--- config.mk ---
export PLATFORM = sky130hd
export DESIGN_NAME = alu_arbiter
export DESIGN_NICKNAME = d
export VERILOG_FILES = /design/src/rtl/alu_pkg.sv /design/src/rtl/alu.sv /design/src/rtl/alu_arbiter_rr_pick.sv /design/src/rtl/alu_arbiter.sv
export SDC_FILE = /design/constraint.sdc
export NUM_CORES = 1
export LEC_CHECK = 0
export BUFFER_PORTS_ARGS = -buffer_cell sky130_fd_sc_hd__buf_2
export CORE_ASPECT_RATIO = 0.6
export CORE_MARGIN = 5
export CORE_UTILIZATION = 56
export CTS_CLUSTER_DIAMETER = 80
export CTS_CLUSTER_SIZE = 30
export DETAILED_ROUTE_END_ITERATION = 16
export PLACE_DENSITY = 0.89
export SLEW_MARGIN = 20
export SYNTH_ARGS = -nofsm -noshare
export SYNTH_HDL_FRONTEND = slang
export SYNTH_HIERARCHICAL = 1
export SYNTH_SLANG_ARGS = --single-unit
--- constraint.sdc ---
create_clock -name clk -period 5.2 [get_ports clk]
set_input_delay 0.52 -clock clk [delete_from_list [all_inputs] [get_ports clk]]
set_output_delay 0.52 -clock clk [all_outputs]
set_load 0.05 [all_outputs]
--- src/rtl/alu_pkg.sv ---
// Shared definitions for the ALU arbiter: data/opcode widths, opcode encodings
// and the sequencer state encoding.
package alu_pkg;
  localparam int DW  = 4;
  localparam int OCW = 3;

  localparam logic [OCW-1:0] OC_ADD = 3'b000;
  localparam logic [OCW-1:0] OC_SUB = 3'b001;
  localparam logic [OCW-1:0] OC_MUL = 3'b010;
  localparam logic [OCW-1:0] OC_DIV = 3'b011;
  localparam logic [OCW-1:0] OC_NOT = 3'b100;
  localparam logic [OCW-1:0] OC_XOR = 3'b101;
  localparam logic [OCW-1:0] OC_OR  = 3'b110;
  localparam logic [OCW-1:0] OC_AND = 3'b111;

  typedef enum logic [1:0] {
    ST_IDLE = 2'd0,
    ST_EXEC = 2'd1,
    ST_RESP = 2'd2
  } state_t;

  function automatic logic is_div0(input logic [OCW-1:0] oc, input logic [DW-1:0] b);
    return (oc == OC_DIV) && (b == '0);
  endfunction
endpackage

--- src/rtl/alu.sv ---
// Combinational 4-bit ALU; every result is truncated mod 16.
module alu
  import alu_pkg::*;
(
  input  logic [OCW-1:0] i_oc,
  input  logic [DW-1:0]  i_a,
  input  logic [DW-1:0]  i_b,
  output logic [DW-1:0]  o_f
);
  always_comb begin
    o_f = '0;
    case (i_oc)
      OC_ADD: o_f = i_a + i_b;
      OC_SUB: o_f = i_a - i_b;
      OC_MUL: o_f = i_a * i_b;
      OC_DIV: if (i_b != '0) o_f = i_a / i_b;
      OC_NOT: o_f = ~i_a;
      OC_XOR: o_f = i_a ^ i_b;
      OC_OR:  o_f = i_a | i_b;
      OC_AND: o_f = i_a & i_b;
      default: o_f = '0;
    endcase
  end
endmodule

--- src/rtl/alu_arbiter_rr_pick.sv ---
// Combinational round-robin picker: first set request scanning from i_ptr upward, wrapping.
module rr_pick #(
  parameter int NREQ = 4,
  parameter int IW   = $clog2(NREQ)
) (
  input  logic [NREQ-1:0] i_req,
  input  logic [IW-1:0]   i_ptr,
  output logic [NREQ-1:0] o_gnt,
  output logic [IW-1:0]   o_idx,
  output logic            o_any
);
  logic [IW:0] w_sum;

  // Scan from farthest to nearest so the candidate closest to i_ptr wins.
  always_comb begin
    o_gnt = '0;
    o_idx = '0;
    o_any = 1'b0;
    w_sum = '0;
    for (int k = NREQ - 1; k >= 0; k--) begin
      w_sum = {1'b0, i_ptr} + (IW+1)'(k);
      if (w_sum >= (IW+1)'(NREQ)) w_sum = w_sum - (IW+1)'(NREQ);
      if (i_req[w_sum[IW-1:0]]) begin
        o_gnt = '0;
        o_gnt[w_sum[IW-1:0]] = 1'b1;
        o_idx = w_sum[IW-1:0];
        o_any = 1'b1;
      end
    end
  end
endmodule

--- src/rtl/alu_arbiter.sv ---
// Round-robin sequencer sharing one ALU among NREQ requesters: accept, execute,
// respond, one cycle each; operands are latched at accept.
module alu_arbiter
  import alu_pkg::*;
#(
  parameter int NREQ = 4
) (
  input  logic              clk,
  input  logic              rst,
  input  logic [NREQ-1:0]   req,
  input  logic [OCW*NREQ-1:0] req_oc,
  input  logic [DW*NREQ-1:0]  req_a,
  input  logic [DW*NREQ-1:0]  req_b,
  output logic [NREQ-1:0]   gnt,
  output logic [NREQ-1:0]   done,
  output logic [DW-1:0]     result,
  output logic              err,
  output logic              busy
);
  localparam int IW = $clog2(NREQ);

  state_t          r_state;
  logic [IW-1:0]   r_ptr;
  logic [IW-1:0]   r_idx;
  logic [NREQ-1:0] r_gnt;
  logic [NREQ-1:0] r_done;
  logic [OCW-1:0]  r_oc;
  logic [DW-1:0]   r_a;
  logic [DW-1:0]   r_b;
  logic [DW-1:0]   r_result;
  logic            r_err;

  logic [NREQ-1:0] w_gnt;
  logic [IW-1:0]   w_idx;
  logic            w_any;
  logic [OCW-1:0]  w_sel_oc;
  logic [DW-1:0]   w_sel_a;
  logic [DW-1:0]   w_sel_b;
  logic [DW-1:0]   w_f;

  rr_pick #(.NREQ(NREQ), .IW(IW)) u_pick (
    .i_req (req),
    .i_ptr (r_ptr),
    .o_gnt (w_gnt),
    .o_idx (w_idx),
    .o_any (w_any)
  );

  always_comb begin
    w_sel_oc = '0;
    w_sel_a  = '0;
    w_sel_b  = '0;
    for (int i = 0; i < NREQ; i++) begin
      if (w_gnt[i]) begin
        w_sel_oc = req_oc[i*OCW +: OCW];
        w_sel_a  = req_a[i*DW +: DW];
        w_sel_b  = req_b[i*DW +: DW];
      end
    end
  end

  // The ALU only ever sees the latched operands, never the live request buses.
  alu u_alu (
    .i_oc (r_oc),
    .i_a  (r_a),
    .i_b  (r_b),
    .o_f  (w_f)
  );

  always_ff @(posedge clk) begin
    if (rst) begin
      r_state  <= ST_IDLE;
      r_ptr    <= '0;
      r_idx    <= '0;
      r_gnt    <= '0;
      r_done   <= '0;
      r_oc     <= '0;
      r_a      <= '0;
      r_b      <= '0;
      r_result <= '0;
      r_err    <= 1'b0;
    end else begin
      case (r_state)
        // accept: latch the round-robin winner
        ST_IDLE: begin
          r_done <= '0;
          if (w_any) begin
            r_gnt   <= w_gnt;
            r_idx   <= w_idx;
            r_oc    <= w_sel_oc;
            r_a     <= w_sel_a;
            r_b     <= w_sel_b;
            r_state <= ST_EXEC;
          end else begin
            r_gnt <= '0;
          end
        end
        // execute: capture result, divide-by-zero forces all-ones
        ST_EXEC: begin
          if (is_div0(r_oc, r_b)) begin
            r_result <= '1;
            r_err    <= 1'b1;
          end else begin
            r_result <= w_f;
            r_err    <= 1'b0;
          end
          r_done  <= r_gnt;
          r_state <= ST_RESP;
        end
        // respond: done visible this cycle, advance pointer past the winner
        ST_RESP: begin
          r_done  <= '0;
          r_gnt   <= '0;
          r_ptr   <= (r_idx == IW'(NREQ - 1)) ? '0 : r_idx + 1'b1;
          r_state <= ST_IDLE;
        end
        default: begin
          r_done  <= '0;
          r_gnt   <= '0;
          r_state <= ST_IDLE;
        end
      endcase
    end
  end

  assign gnt    = r_gnt;
  assign done   = r_done;
  assign result = r_result;
  assign err    = r_err;
  assign busy   = (r_state != ST_IDLE);
endmodule

==> impl_metrics.py <==
metrics = {
    "outcome": {
        "status": "finished, final reports clean",
    },
    "finish": {
        "nNetsFinal": 523,
        "final_area_sq_mm": 0.00358,
        "fillers": 458,
        "syn_to_final_growth_pct": 12.3,
        "n_antenna_cell": 0,
        "drive_gt1_frac": 0.260,
    },
    "routing": {
        "drtIter0Drc": 251,
        "wl_per_cell_um": 16.5,
        "drc": 0,
        "vias": 3079,
        "drt_pass1_iterations": 4,
        "ant_nets": 0,
        "avgViaCountPerCell": 5.98,
        "totalWireLength_um": 8500,
    },
    "yosys": {
        "synthArstFlopShare": 0,
        "synthSimpleGateAreaFrac": 0.195,
        "ys_top_cells_by_count": "nor2_1, ha_1, nand2_1",
        "synthMuxAreaShare": 0.0718,
        "synth_cells": 385,
        "yosys-top-cells-area": "dfxtp_1, ha_1, nor2_1",
        "synth_top_area_cell": "dfxtp_1",
        "ys_warn_count": 6,
        "syn_area_sq_mm": 0.00319,
        "ys_seq_elements": 30,
        "synth_top_family_by_area": "compound AO/OA/AOI/OAI gates",
        "yosysUniqueCellTypes": 61,
        "synth_flop_cell": "dfxtp_1",
        "synthesis.nets": 474,
        "synthAdderAreaFrac": 0.155,
        "avgSynthCellArea_sq_um": 8.29,
        "netlist.area_leader.share": 0.188,
        "synth-edff-count": 0,
        "synthXorXnorAreaFrac": 0.0396,
        "ys_seq_area_frac": 0.188,
        "yosysMostFrequentCell": "nor2_1",
        "synth_compound_area_frac": 0.268,
    },
    "sta": {
        "rsz0062_at_grt": "no",
        "fin_ws_ns": 0.801,
        "finalCriticalPeriod_ns": 4.40,
        "clock.fmax_mhz": 227,
        "slew_headroom": 0.312,
        "setup_viol": 0,
        "timing.final.crit_share": 0.846,
        "tightest_slew_ns": 1.03,
        "skew_ns": 0.00419,
        "finalHoldViolations": 0,
        "slew_violations": 0,
        "final.setup.tns_ns": 0,
    },
    "critical_path": {
        "crit_slowest_cell": "dfxtp_1",
        "cp-start-kind": "register",
        "cp.arrival_ns": 4.59,
        "critical_path_class": "register to register",
        "crit_family": "compound AO/OA/AOI/OAI gates",
        "cpPeakStageDelay_ns": 0.52,
        "path_cells": "inv_1 > ha_1 > a21oi_1 > ha_1 > o21a_1 > o21ai_2 > o21ai_0 > ha_1 > o21a_1 > o21ai_1 > a21oi_1 > mux2_2 > ha_1 > o21ai_0 > nand2b_1 > a21oi_1 > o21ai_0 > nor2_1 > a211oi_1",
        "cp.required_ns": 5.39,
        "cp-end-kind": "register",
        "cpMostUsedCell": "ha_1",
        "crit_fanout": 9,
        "path_buf_inv": 1,
    },
    "pwr": {
        "fin_total_pwr_w": 0.00113,
        "p_int_w": 0.000634,
        "switchingPower_w": 0.000497,
        "vdd_drop_max_v": 0.000130,
        "switching_share": 0.439,
        "p_leak_nw": 1.55,
        "pwr-share-seq": 0.278,
        "combPwrFrac": 0.548,
        "clkPwrFrac": 0.175,
        "power_density_mw_per_mm2": 316,
    },
    "clocking": {
        "clock_path_buffers": 2,
        "cts.htree.levels": 2,
        "clockRootBuffer": "clkbuf_8",
        "cts_sinks": 30,
        "ctsResizeCount": 0,
        "cts_hold_buf": 0,
        "worstSkewPairLatency_ns": 0.28,
        "post_cts_buffers": 0,
        "path_clk_slew_ns": 0.06,
        "cts_tree": "built",
        "cts_buffers": 5,
    },
    "placement": {
        "pre_cts_ws_ns": 0.890,
        "portBuffers": 63,
        "place_congestion": 0.956,
        "dpl_cell_area_sq_mm": 0.00348,
        "hpwlAfterDp_um": 6490,
    },
    "floorplanning": {
        "die_w_um": 107,
        "die_h_um": 68.5,
        "num_rows": 21,
        "num_io_pins": 64,
        "coreArea_sq_mm": 0.00554,
        "initial_core_util": 0.575,
        "dieArea_sq_mm": 0.00736,
    },
    "grt": {
        "grt_max_degree": 27,
        "grt_pass1_vias": 2854,
        "grt_remaining_overflow": 0,
        "antenna_found_initial": 0,
        "grt_usage": 0.240,
        "grt_pass1_wl_um": 13900,
    },
    "hold_path": {
        "hold_class": "register to register",
    },
    "run": {
        "maxCapViolCount": 0,
    },
}
[metrics by stage]
| step | instances | hold slack [ns] | util |
|---|---|---|---|
| floorplan | 385 | 0.465 | - |
| global placement | 507 | 0.452 | 0.627 |
| detailed placement | 507 | 0.462 | 0.627 |
| CTS | 515 | 0.471 | 0.644 |
| global route | 515 | 0.503 | 0.646 |
| finish | 515 | 0.472 | 0.646 |
[metal layers]
| layer | global-route usage | wire (um) |
|---|---|---|
| met5 | 0 | 0 |
| met4 | 0.0583 | 87 |
| met3 | 0.0556 | 870 |
| met1 | 0.340 | 4110 |
| met2 | 0.371 | 3430 |
[tightest hold or removal path, delay by kind of cell, from the launching register on]
family / cells / cell delay, ns
simple gates: 1 / 0.05
flops: 1 / 0.32
compound gates: 1 / 0.06
[cells in the final DEF (no fill, tap or decap), types with 3 or more instances in the layout]
cell      netlist  routed
a311oi_2       11      11
o21ai_0        10      10
a21oi_1        24      24
clkbuf_8        0       6
nand3b_1       11      11
dfxtp_1        30      30
buf_2           8      63
o211ai_1        6       6
mux2_2          5       5
nor2_1         51      51
nor3_1          4       4
a221o_1        11      11
a211oi_1        4       4
o221ai_1        3       3
a41oi_2         4       3
mux2i_1         7       7
and2_1          5       5
a22oi_1         5       5
nand2b_1        7       7
a31oi_1         4       4
nand2_1        32      32
o21a_1          3       3
inv_1          30      30
nor2b_1         4       4
nand3_1         7       7
xnor2_1         9       9
ha_1           38      38
[power groups by stage]
stage | clock network (W) | registers, W | logic, W
5_1_grt | 0.000212 | 0.000321 | 0.000686
6_report | 0.000197 | 0.000314 | 0.000620
2_1_floorplan | 0 | 0.000320 | 0.000473
3_3_place_gp | 0 | 0.000317 | 0.000594
4_1_cts | 0.000202 | 0.000312 | 0.000607
3_5_place_dp | 0 | 0.000317 | 0.000602
[final timing paths]
check | from | to | slack [ns] | cells after the start
hold / removal | err | err | 0.47 | 2
hold reg to reg | err | err | 0.47 | 2
setup reg to reg | r_b[0] | result[0] | 0.80 | 19
setup / recovery | r_b[0] | result[0] | 0.80 | 19
[logic make-up (layout without fill, tap and decap cells)]
| family | after synthesis | count (layout) |
|---|---|---|
| AND/OR/NAND/NOR | 131 | 131 |
| adder cells (fa/ha/maj) | 39 | 39 |
| multiplexers | 18 | 18 |
| XOR/XNOR | 12 | 12 |
| flip-flops | 30 | 30 |
| buffers and inverters | 53 | 103 |
| AO/OA/AOI/OAI | 102 | 102 |
[registers in the layout, indices dropped and copies added (netlist names)]
signal	cells
err	1
r_oc	3
done	4
r_idx	2
r_b	4
result	4
r_state	2
gnt	4
r_a	4
r_ptr	2
[cell type report]
class / instances / area (sq um) / area share
timing repair buffer: 65 / 330 / 0.0922
clock inverter: 2 / 12.5 / 0.00349
clock buffer: 6 / 82.6 / 0.0230
inverter: 30 / 113 / 0.0314
sequential: 30 / 601 / 0.168
multi-input combinational: 302 / 2340 / 0.654
tap: 80 / 100 / 0.0279
Note: power is estimated with default switching activity, not from simulation.
